[config.mk]
export PLATFORM = sky130hd
export DESIGN_NAME = context_dispatch_ctrl
export DESIGN_NICKNAME = d
export VERILOG_FILES = /design/src/rtl/context_dispatch_ctrl_pkg.sv /design/src/rtl/context_dispatch_ctrl_sanitize.sv /design/src/rtl/context_dispatch_ctrl.sv
export SDC_FILE = /design/constraint.sdc
export NUM_CORES = 1
export LEC_CHECK = 0
export BUFFER_PORTS_ARGS = -buffer_cell sky130_fd_sc_hd__buf_2
export CORE_ASPECT_RATIO = 1.5
export CORE_MARGIN = 3
export CORE_UTILIZATION = 50
export CTS_CLUSTER_SIZE = 28
export DETAILED_ROUTE_END_ITERATION = 10
export HOLD_SLACK_MARGIN = 0.03
export PLACE_DENSITY = 0.86
export RECOVER_POWER = 50
export REMOVE_ABC_BUFFERS = 1
export SYNTH_ARGS = -nofsm -noshare
export SYNTH_HDL_FRONTEND = slang
export SYNTH_HIERARCHICAL = 1
export SYNTH_SLANG_ARGS = --single-unit
[constraint.sdc]
create_clock -name clk -period 5.7 [get_ports clk]
set_clock_uncertainty 0.15 [all_clocks]
set_input_delay 0.285 -clock clk [delete_from_list [all_inputs] [get_ports clk]]
set_output_delay 0.285 -clock clk [all_outputs]
set_load 0.1 [all_outputs]
[src/rtl/context_dispatch_ctrl_pkg.sv]
// Shared types for the context dispatch controller: thread ids/contexts, the cache
// control word written back with each context, and the dispatch FSM states.
package context_dispatch_ctrl_pkg;

   localparam int ID_W  = 8;
   localparam int CTX_W = 32;

   typedef logic [ID_W-1:0]  thread_id_t;
   typedef logic [CTX_W-1:0] thread_register_union_t;

   typedef enum logic [2:0] {
      ST_IDLE     = 3'd0,
      ST_REQ      = 3'd1,
      ST_CAPT     = 3'd2,
      ST_EXEC     = 3'd3,
      ST_WAIT_RES = 3'd4,
      ST_RET      = 3'd5
   } dispatch_state_t;

   typedef enum logic [1:0] {
      EXEC_NONE   = 2'd0,
      EXEC_LOCAL  = 2'd1,
      EXEC_REMOTE = 2'd2
   } execute_info_t;

   typedef enum logic [1:0] {
      NO_FORK       = 2'd0,
      FORK_ME_COPY  = 2'd1,
      FORK_ME_EMPTY = 2'd2
   } forking_info_t;

   typedef struct packed {
      logic          incoming;
      thread_id_t    incoming_id;
      logic          delete_thread;
      logic          sleep;
      execute_info_t execute_info;
      thread_id_t    execute_id;
      forking_info_t forking_info;
      thread_id_t    forking_id;
      logic          fork_sleep;
   } context_cache_control_t;

   // Disposition used when the execution unit never answers: park the thread asleep.
   localparam context_cache_control_t TMO_CTRL = '{
      incoming:      1'b0,
      incoming_id:   '0,
      delete_thread: 1'b0,
      sleep:         1'b1,
      execute_info:  EXEC_NONE,
      execute_id:    '0,
      forking_info:  NO_FORK,
      forking_id:    '0,
      fork_sleep:    1'b0
   };

endpackage

[src/rtl/context_dispatch_ctrl_sanitize.sv]
// Cleans a disposition word before it reaches the cache so that fields made
// meaningless by other fields are forced to zero.
module context_dispatch_ctrl_sanitize
   import context_dispatch_ctrl_pkg::*;
(
   input  context_cache_control_t ctrl_raw,
   output context_cache_control_t ctrl_clean
);

   always_comb begin
      ctrl_clean = ctrl_raw;
      // A deleted thread can neither fork nor sleep.
      if (ctrl_raw.delete_thread) begin
         ctrl_clean.forking_info = NO_FORK;
         ctrl_clean.sleep        = 1'b0;
      end
      if (ctrl_clean.execute_info == EXEC_NONE) begin
         ctrl_clean.execute_id = '0;
      end
      if (ctrl_clean.forking_info == NO_FORK) begin
         ctrl_clean.forking_id = '0;
         ctrl_clean.fork_sleep = 1'b0;
      end
   end

endmodule

[src/rtl/context_dispatch_ctrl.sv]
// Pulls one waiting thread from the context cache, runs it on an execution unit over
// valid/ready and writes the resulting context and disposition back to the cache.
//
//   state    | meaning
//   ---------+-----------------------------------------------------------
//   IDLE     | nothing in flight; start when the cache reports waiting work
//   REQ      | one-cycle pop request for held_id
//   CAPT     | wait out the cache latency, capture context, verify its id
//   EXEC     | offer the context to the execution unit
//   WAIT_RES | accept the result and its disposition
//   RET      | one-cycle write-back to the cache
module context_dispatch_ctrl
   import context_dispatch_ctrl_pkg::*;
#(
   parameter int REQ_LATENCY    = 1,
   parameter int TIMEOUT_CYCLES = 0
) (
   input  logic                   clk,
   input  logic                   rst,
   input  thread_id_t             waiting_thread_count,
   input  thread_id_t             waiting_next_id,
   output logic                   requesting_thread,
   output thread_id_t             requested_thread_id,
   input  thread_register_union_t requested_thread_return,
   input  thread_id_t             out_thread_id,
   output context_cache_control_t incoming_control,
   output thread_register_union_t incoming_thread,
   output logic                   exec_valid,
   input  logic                   exec_ready,
   output thread_register_union_t exec_thread,
   output thread_id_t             exec_id,
   input  logic                   res_valid,
   output logic                   res_ready,
   input  thread_register_union_t res_thread,
   input  context_cache_control_t res_ctrl,
   output logic                   busy,
   output logic                   id_mismatch
);

   localparam int LAT_W = (REQ_LATENCY > 1) ? $clog2(REQ_LATENCY) : 1;
   localparam int TMO_W = (TIMEOUT_CYCLES > 1) ? $clog2(TIMEOUT_CYCLES) : 1;
   localparam logic [LAT_W-1:0] LAT_LOAD = LAT_W'(REQ_LATENCY - 1);
   localparam logic [TMO_W-1:0] TMO_LOAD = (TIMEOUT_CYCLES > 0) ? TMO_W'(TIMEOUT_CYCLES - 1) : '0;

   dispatch_state_t        state, state_nxt;
   thread_id_t             held_id;
   thread_register_union_t held_thread;
   thread_register_union_t ret_thread;
   context_cache_control_t ret_ctrl;
   context_cache_control_t san_ctrl;
   logic [LAT_W-1:0]       lat_cnt;
   logic [TMO_W-1:0]       tmo_cnt;
   logic                   in_run;
   logic                   tmo_fire;
   logic                   ld_id, ld_ctx, ld_res, set_mismatch;

   assign busy     = (state != ST_IDLE);
   assign in_run   = (state == ST_EXEC) || (state == ST_WAIT_RES);
   assign tmo_fire = (TIMEOUT_CYCLES > 0) && in_run && (tmo_cnt == '0);

   context_dispatch_ctrl_sanitize u_sanitize (
      .ctrl_raw   (ret_ctrl),
      .ctrl_clean (san_ctrl)
   );

   always_ff @(posedge clk or posedge rst) begin
      if (rst) begin
         state <= ST_IDLE;
      end else begin
         state <= state_nxt;
      end
   end

   always_comb begin
      state_nxt           = state;
      requesting_thread   = 1'b0;
      requested_thread_id = '0;
      exec_valid          = 1'b0;
      exec_thread         = '0;
      exec_id             = '0;
      res_ready           = 1'b0;
      incoming_control    = '0;
      incoming_thread     = '0;
      ld_id               = 1'b0;
      ld_ctx              = 1'b0;
      ld_res              = 1'b0;
      set_mismatch        = 1'b0;
      case (state)
         ST_IDLE: begin
            if (waiting_thread_count != '0) begin
               ld_id     = 1'b1;
               state_nxt = ST_REQ;
            end
         end
         ST_REQ: begin
            requesting_thread   = 1'b1;
            requested_thread_id = held_id;
            state_nxt           = ST_CAPT;
         end
         ST_CAPT: begin
            if (lat_cnt == '0) begin
               if (out_thread_id != held_id) begin
                  set_mismatch = 1'b1;
                  state_nxt    = ST_IDLE;
               end else begin
                  ld_ctx    = 1'b1;
                  state_nxt = ST_EXEC;
               end
            end
         end
         ST_EXEC: begin
            exec_thread = held_thread;
            exec_id     = held_id;
            if (tmo_fire) begin
               state_nxt = ST_RET;
            end else begin
               exec_valid = 1'b1;
               if (exec_ready) state_nxt = ST_WAIT_RES;
            end
         end
         ST_WAIT_RES: begin
            if (tmo_fire) begin
               state_nxt = ST_RET;
            end else begin
               res_ready = 1'b1;
               if (res_valid) begin
                  ld_res    = 1'b1;
                  state_nxt = ST_RET;
               end
            end
         end
         ST_RET: begin
            // The cache slot is always the one we popped, whatever the unit reported.
            incoming_control             = san_ctrl;
            incoming_control.incoming    = 1'b1;
            incoming_control.incoming_id = held_id;
            incoming_thread              = ret_thread;
            state_nxt                    = ST_IDLE;
         end
         default: state_nxt = ST_IDLE;
      endcase
   end

   always_ff @(posedge clk or posedge rst) begin
      if (rst) begin
         held_id     <= '0;
         held_thread <= '0;
         ret_thread  <= '0;
         ret_ctrl    <= '0;
         lat_cnt     <= '0;
         tmo_cnt     <= '0;
         id_mismatch <= 1'b0;
      end else begin
         if (ld_id) held_id <= waiting_next_id;
         if (state == ST_REQ) begin
            lat_cnt <= LAT_LOAD;
         end else if ((state == ST_CAPT) && (lat_cnt != '0)) begin
            lat_cnt <= lat_cnt - 1'b1;
         end
         if (ld_ctx) begin
            held_thread <= requested_thread_return;
            tmo_cnt     <= TMO_LOAD;
         end else if (in_run && (tmo_cnt != '0)) begin
            tmo_cnt <= tmo_cnt - 1'b1;
         end
         if (set_mismatch) id_mismatch <= 1'b1;
         if (ld_res) begin
            ret_thread <= res_thread;
            ret_ctrl   <= res_ctrl;
         end else if (tmo_fire) begin
            ret_thread <= held_thread;
            ret_ctrl   <= TMO_CTRL;
         end
      end
   end

endmodule

* Yosys cells after proc, flatten, opt, wreduce, memory -nomap -nowiden
Cells that the tools add are included.
Cells by class: $add $sub $neg 1, equal/unequal tests 10, muxes and demuxes 30, reductions and logical operators 8
Operators with widths (count):
- 32-bit two-way mux | 3
- 8-bit two-way mux | 3
- 1-bit two-way mux | 16
- 3-bit one-hot mux with 5 select lines | 1
- 3-bit two-way mux | 4
- 9-bit two-way mux | 1
- 2-bit != test (second input constant) | 4
- 8-bit != test | 1
- 8-bit nonzero test | 1
- 3-bit by 2-bit equality test with 1-bit output (second input constant) | 2
- 3-bit equality test (second input constant) | 2
- 2-bit logical NOT | 2
- 2-bit two-way mux | 2
- 4-bit AND reduction | 1
- 3-bit by 1-bit equality test with 1-bit output (second input constant) | 1
- 3-bit logical NOT | 1
- 3-bit nonzero test | 1
- 2-bit nonzero test | 1
- 1-bit logical AND | 1
- 1-bit subtractor (second input constant) | 1
Storage, ports and cells: flip-flop bits (word level) 100, input port bits 124, output and inout bits 117, logic and storage cells 62

* Logic depth before layout (Yosys ltp)
Gate-level depths: netlist of the first run.
depth after elaboration 4, mapped depth 6, gate-level depth less buffers 4

* By module
The synthesis of the first run kept the hierarchy.
Modules (own cells, without submodules):
- context_dispatch_ctrl | times used 1, cells an instance 390, area each 5134.9 um^2
- context_dispatch_ctrl_sanitize | times used 1, cells an instance 34, area each 245.2 um^2

* Worst setup path after synthesis of the first run
Ideal clock, no wire load.
path type reg2reg, start register state[1], end register ret_ctrl[0] in the netlist's numbering, library setup time 0.125 ns, arrival time 3.621 ns, required time 5.425 ns, setup slack 1.805 ns, cell stages (with the launch flop) 7, buffers on the path 3, clock period less this slack 3.895 ns, path through dfrtp_1 buf_2 nor3_1 and2_1 buf_4 buf_4 mux2_2
Between the ends: cells in the longest elaborated chain, start to end 2
Ends and longest elaborated chain:
- start, declared | RTL line context_dispatch_ctrl.sv:45 | dispatch_state_t state, state_nxt;
- start signal, assigned | RTL line context_dispatch_ctrl.sv:70 | state <= state_nxt;
- 3-bit equality test | RTL line context_dispatch_ctrl.sv:88 | case (state)
- 1-bit two-way mux | RTL line context_dispatch_ctrl.sv:88
- end signal, assigned | RTL line context_dispatch_ctrl.sv:169 | ret_ctrl <= res_ctrl;
- end, declared | RTL line context_dispatch_ctrl.sv:49 | context_cache_control_t ret_ctrl;
Every way passes these cells. A chain may end at the register's enable or synchronous reset.

* Worst setup path after layout of the first run
start register state[2], end register ret_thread[17]
Between the ends: cells in the longest elaborated chain, start to end 2
Ends and longest elaborated chain:
- 3-bit equality test | RTL line context_dispatch_ctrl.sv:88
- 1-bit two-way mux | RTL line context_dispatch_ctrl.sv:88
- end signal, assigned | RTL line context_dispatch_ctrl.sv:168 | ret_thread <= res_thread;
- end signal, assigned | RTL line context_dispatch_ctrl.sv:171 | ret_thread <= held_thread;
- end, declared | RTL line context_dispatch_ctrl.sv:48 | thread_register_union_t ret_thread;
Every way passes these cells.

==> results.ini, run 1 <==
[sta]
finalSetupViolations=0
slew_headroom=-0.950
fin_crit_sh=0.678
setup_tns_ns=0
drv_slew=103
setup_ws_ns=1.83
fmaxAchievable_ghz=0.259
min_period_ns=3.87
rsz0062_at_grt=false
worstMarginPinSlew_ns=2.93
finalHoldViolCount=0

[critical_path]
crit_start=state[2]
start_kind=flop
crit_path_end_kind=flop
critPathKind=reg2reg
worstPathRequired_ns=5.76
timing.rr.start=state[2]
r2r_cells=5
crit_path_end=ret_thread[17]
arrival_ns=3.92
r2r_slack_ns=1.83
rr_endpoint=ret_thread[17]
crit_path_max_fanout=55

[clocking]
numCtsBuffers=9
htree_levels=3
clk_pin_slew_ns=0.07
clock_path_buffers=2
clkLatencyLatePin_ns=0.33
cts-root-buf=clkbuf_16
clock-sinks=100
cts_tree=yes
cts_resized=0

[floorplanning]
die-area_mm2=0.0112
core_region_area_mm2=0.00969
rows=44
io_pins=241
fp.dieW_um=87.5
dieHeight_um=128
initial_core_util=0.515

[global_routing]
antenna_found_initial=0
grt_start_max_net_pins=56
grt_pass1_vias=4507
overflow=0
grt_pass1_wl_mm=21.8
grt_use_total=0.249

[detailed_routing]
drt_iter0_drc=133
wl_per_cell_um=16.8
dr_total_vias=4171
drcViolationCount=0
wirelength_mm=13.8
postRouteAntennaNets=0
drtPass1Iterations=5
vias_per_cell=5.07

[cells_and_area]
drive_above_1_share=0.492
final_nets=824
fill_cells=578
design_area_mm2=0.00728
area_growth_pct=46.0

[outcome]
failed_checks=max-capacitance violations, max-slew violations
outcome=complete, but fails checks

[pwr]
p_sw_frac=0.425
p_seq_frac=0.377
leakage_uw=0.00397
p_comb_frac=0.427
p_per_area_mw_per_mm2=405
p_clk_frac=0.196
ir_worst_vdd_mv=0.320
switchingPower_uw=1250
internal_power_uw=1690

[synthesis]
syn_inst=397
syn_area_per_cell_um2=12.6
yosys_warnings=6
synth_area_mm2=0.00499

[placed_design]
gp_congestion=0.758
dp_hpwl_mm=8.13
pre_cts_ws_ns=2.83
port_buffers=231
placed_area_mm2=0.00614

[flow_run]
cap_viol_max_count=2

[min_path]
hold_path.class=in2reg

metrics by stage:
| stage | total power (uW) | hold WS [ns] | util | std cells |
|---|---|---|---|---|
| after CTS | 2950 | 0.0325 | 0.752 | 819 |
| after global routing | 3090 | 0.0379 | 0.750 | 820 |
| final | 2950 | 0.0465 | 0.751 | 823 |
| after floorplan | 2070 | 0.252 | - | 369 |
| after detailed placement | 2320 | 0.233 | 0.634 | 718 |
| after global placement | 2270 | 0.217 | 0.634 | 718 |
state kept, by name, summed over array words and instances (netlist names):
signal	flops
held_thread	32
ret_ctrl	23
held_id	8
lat_cnt	1
ret_thread	32
state	3
id_mismatch	1
metal layers:
layer	routed length, um	part of all wire	track usage
met3	770	0.056	0.0424
met2	7650	0.55	0.449
met1	4920	0.36	0.270
met5	0	0	0
met4	495	0.036	0.137
cell usage in the layout, fill, tap and decap left out, types with 2 or more instances in the layout:
cell / count
dlygate4sd3_1: 86
inv_1: 2
nor3_1: 2
and2_1: 119
a21oi_1: 2
buf_4: 2
mux2_4: 30
nor2b_1: 8
buf_2: 226
mux2_2: 65
clkbuf_16: 9
clkinvlp_4: 3
o21ai_0: 2
and3_1: 3
nor4_1: 3
nand2_1: 4
diode_2: 3
and2b_1: 2
dfrtp_1: 100
a21o_1: 2
xor2_1: 9
nand2b_1: 2
clkbuf_1: 6
critical path, stage by stage (launching register included):
cell,delay [ns]
dfrtp_1,0.42
inv_1,0.13
nor3_1,0.27
and2_2,0.19
clkbuf_1,2.05
mux2_2,0.49
worst min path at each step:
stage | cells after the start | slack [ns] | from | to
floorplan | 1 | 0.25 | exec_ready | state[2]
global placement | 2 | 0.22 | rst | held_thread[12]
detailed placement | 2 | 0.23 | rst | held_thread[12]
CTS | 2 | 0.03 | res_thread[9] | ret_thread[9]
global route | 2 | 0.04 | res_ctrl[6] | ret_ctrl[6]
finish | 2 | 0.05 | waiting_next_id[1] | held_id[1]
layout make-up:
cell class | count | area [um^2] | share of cell area
Antenna cell | 3 | 7.51 | 0.00103
Clock buffer | 10 | 239 | 0.0328
Clock inverter | 6 | 47.5 | 0.00653
Inverter | 3 | 12.5 | 0.00172
Multi-Input combinational cell | 266 | 2300 | 0.315
Sequential cell | 100 | 2500 | 0.344
Tap cell | 115 | 144 | 0.0198
Timing Repair Buffer | 320 | 2030 | 0.279
what timing repair did:
item                       CTS  global route
hold buffers                85             1
setup buffers                0             0
setup endpoints to repair    0             0
hold endpoints to repair   129             1
power by group through the flow:
stage | clock network [uW] | logic, uW | registers (uW)
floorplan | 0 | 1010 | 1060
global placement | 0 | 1180 | 1090
detailed placement | 0 | 1200 | 1110
CTS | 595 | 1250 | 1100
global route | 622 | 1330 | 1140
finish | 579 | 1260 | 1110
Note: power is estimated with default switching activity, not from simulation.
==> inputs of run 2 (changes only) <==
--- a/config.mk
+++ b/config.mk
@@ -8,11 +8,11 @@
 export BUFFER_PORTS_ARGS = -buffer_cell sky130_fd_sc_hd__buf_2
 export CORE_ASPECT_RATIO = 1.5
 export CORE_MARGIN = 3
-export CORE_UTILIZATION = 50
+export CORE_UTILIZATION = 43
 export CTS_CLUSTER_SIZE = 28
 export DETAILED_ROUTE_END_ITERATION = 10
 export HOLD_SLACK_MARGIN = 0.03
-export PLACE_DENSITY = 0.86
+export PLACE_DENSITY = 0.79
 export RECOVER_POWER = 50
 export REMOVE_ABC_BUFFERS = 1
 export SYNTH_ARGS = -nofsm -noshare
==> constraint.sdc (replaced) <==
create_clock -name clk -period 3.48 [get_ports clk]
set_clock_uncertainty 0.15 [all_clocks]
set_input_delay 0.174 -clock clk [delete_from_list [all_inputs] [get_ports clk]]
set_output_delay 0.174 -clock clk [all_outputs]
set_load 0.1 [all_outputs]
==> run 2 against run 1 <==
  * The flow still finishes with violations (max-capacitance violations, max-slew violations)
  * Worst hold slack improved by 0.082 ns
  * Sequential cell count did not move
  * Clock-buffer cell count rose by 1
  * First-iteration DRC count fell by 38%
  * Global-route usage fell by 4.7 points
  * Sequential share of layout area fell by 0.10 points
  * Wire length fell by 4.1%
  * Clock power rose by 60%
  * Combinational power rose by 60%
  * Critical path type unchanged
  * Critical endpoint is now ret_thread[0]
==> results.ini, run 2 (synthesis gave the netlist of run 1 again) <==
[outcome]
outcome=complete, but fails checks
failed_checks=max-capacitance violations, max-slew violations

[floorplanning]
core_region_area_mm2=0.0112
io_pins=241
fp.dieW_um=93.9
die-area_mm2=0.0130
rows=47
initial_core_util=0.446
dieHeight_um=138

[cells_and_area]
diodes=0
area_growth_pct=46.4
drive_above_1_share=0.430
reg_top3=held_thread: 32 flops, ret_thread: 32 flops, ret_ctrl: 23 flops
design_area_mm2=0.00730
final_nets=838
mostFrequentLayoutCells=buf_2, and2_1, dfrtp_1
final_common_cell=buf_2

[global_routing]
gr-usage-met3=0.0483
grt_use_met2=0.378
busiest_layer=met2
overflow=0
grt_use_total=0.202
antenna_found_initial=0
grt_use_met1=0.221
grt_start_max_net_pins=79
grt_pass1_vias=4273
grt_pass1_wl_mm=20.6

[placed_design]
dp_hpwl_mm=8.35
gp_congestion=0.686
placed_area_mm2=0.00621
port_buffers=231

[detailed_routing]
wirelength_mm=13.3
dr_total_vias=4066
drtPass1Iterations=4
vias_per_cell=4.70
drt_iter0_drc=82
drcViolationCount=0
postRouteAntennaNets=0
wl_per_cell_um=15.3

[sta]
min_period_ns=2.74
finalHoldViolCount=0
finalSetupViolations=0
fin_crit_sh=0.789
setup_tns_ns=0
slew_headroom=-0.0780
rsz0062_at_grt=false
fmaxAchievable_ghz=0.364
worstMarginPinSlew_ns=1.62
drv_slew=79

[critical_path]
worstPathRequired_ns=3.54
r2r_slack_ns=0.74
crit_path_max_fanout=55
arrival_ns=2.81
critPathKind=reg2reg
crit_path_end_kind=flop
start_kind=flop

[clocking]
numCtsBuffers=9
clk_pin_slew_ns=0.07
clkLatencyLatePin_ns=0.33
htree_levels=3
cts-root-buf=clkbuf_16
cts_tree=yes
clock-sinks=100
cts_resized=0
clock_path_buffers=2

[pwr]
p_per_area_mw_per_mm2=652
ir_worst_vdd_mv=0.859
leakage_uw=0.00392

[flow_run]
cap_viol_max_count=1

[min_path]
hold_path.class=in2reg

-- run 2: cell count changes in the layout (fill, tap and decap cells not counted), moves of 2 or more --
cell,before,now
buf_2,226,218
inv_6,1,3
mux2_4,30,0
clkbuf_2,0,2
dlygate4sd3_1,86,97
clkinvlp_4,3,1
mux2_1,0,30
clkbuf_1,6,17
diode_2,3,0
-- run 2: path summary, 6_finish.rpt --
| check | startpoint | to | cells past startpoint |
|---|---|---|---|
| max | state[2] | ret_thread[0] | 5 |
| min | waiting_thread_count[6] | state[0] | 5 |
| max in group asynchronous | rst | ret_thread[31] | 4 |
| min in group asynchronous | rst | ret_thread[22] | 3 |
| min reg2reg | held_thread[15] | held_thread[15] | 1 |
| max reg2reg | state[2] | ret_thread[0] | 5 |
-- run 2: worst max-delay path, cell delays in order (launching register included) --
cell and delay, ns:
dfrtp_1 0.42, inv_1 0.12, nor3_1 0.28, and2_2 0.19
clkbuf_2 0.97, mux2_2 0.45
-- run 2: layer usage --
layer,up-vias,wire [um]
li1,1943,-
met1,1929,5030
met2,170,7050
met3,24,920
met4,0,271
met5,-,0
-- run 2: cell type report --
| type | count | area [um^2] |
|---|---|---|
| Fill cell | 868 | 3870 |
| Clock inverter | 5 | 42.5 |
| Tap cell | 147 | 184 |
| Inverter | 3 | 11.3 |
| Sequential cell | 100 | 2500 |
| Clock buffer | 11 | 233 |
| Multi-Input combinational cell | 266 | 2180 |
| Timing Repair Buffer | 334 | 2140 |
-- run 2: timing repair --
item                      in CTS  in global routing
setup buffers                  0                  0
hold buffers                  97                  0
hold endpoints to repair     173                  0
-- run 2: stage by stage --
step | std cells | hold slack, ns | util | power, uW | setup slack (ns)
after floorplan | 369 | 0.141 | - | 3390 | -1.37
after global placement | 753 | 0.256 | 0.556 | 3730 | 1.32
after detailed placement | 753 | 0.259 | 0.556 | 3810 | 1.24
after global routing | 866 | 0.145 | 0.653 | 5020 | 0.615
final | 866 | 0.129 | 0.653 | 4760 | 0.735
after CTS | 866 | 0.143 | 0.667 | 4840 | 0.986
-- run 2: power by group --
part / switching (uW) / internal, uW / total (uW)
Sequential: 256 / 1550 / 1810
Combinational: 1340 / 679 / 2020
Clock: 434 / 495 / 929
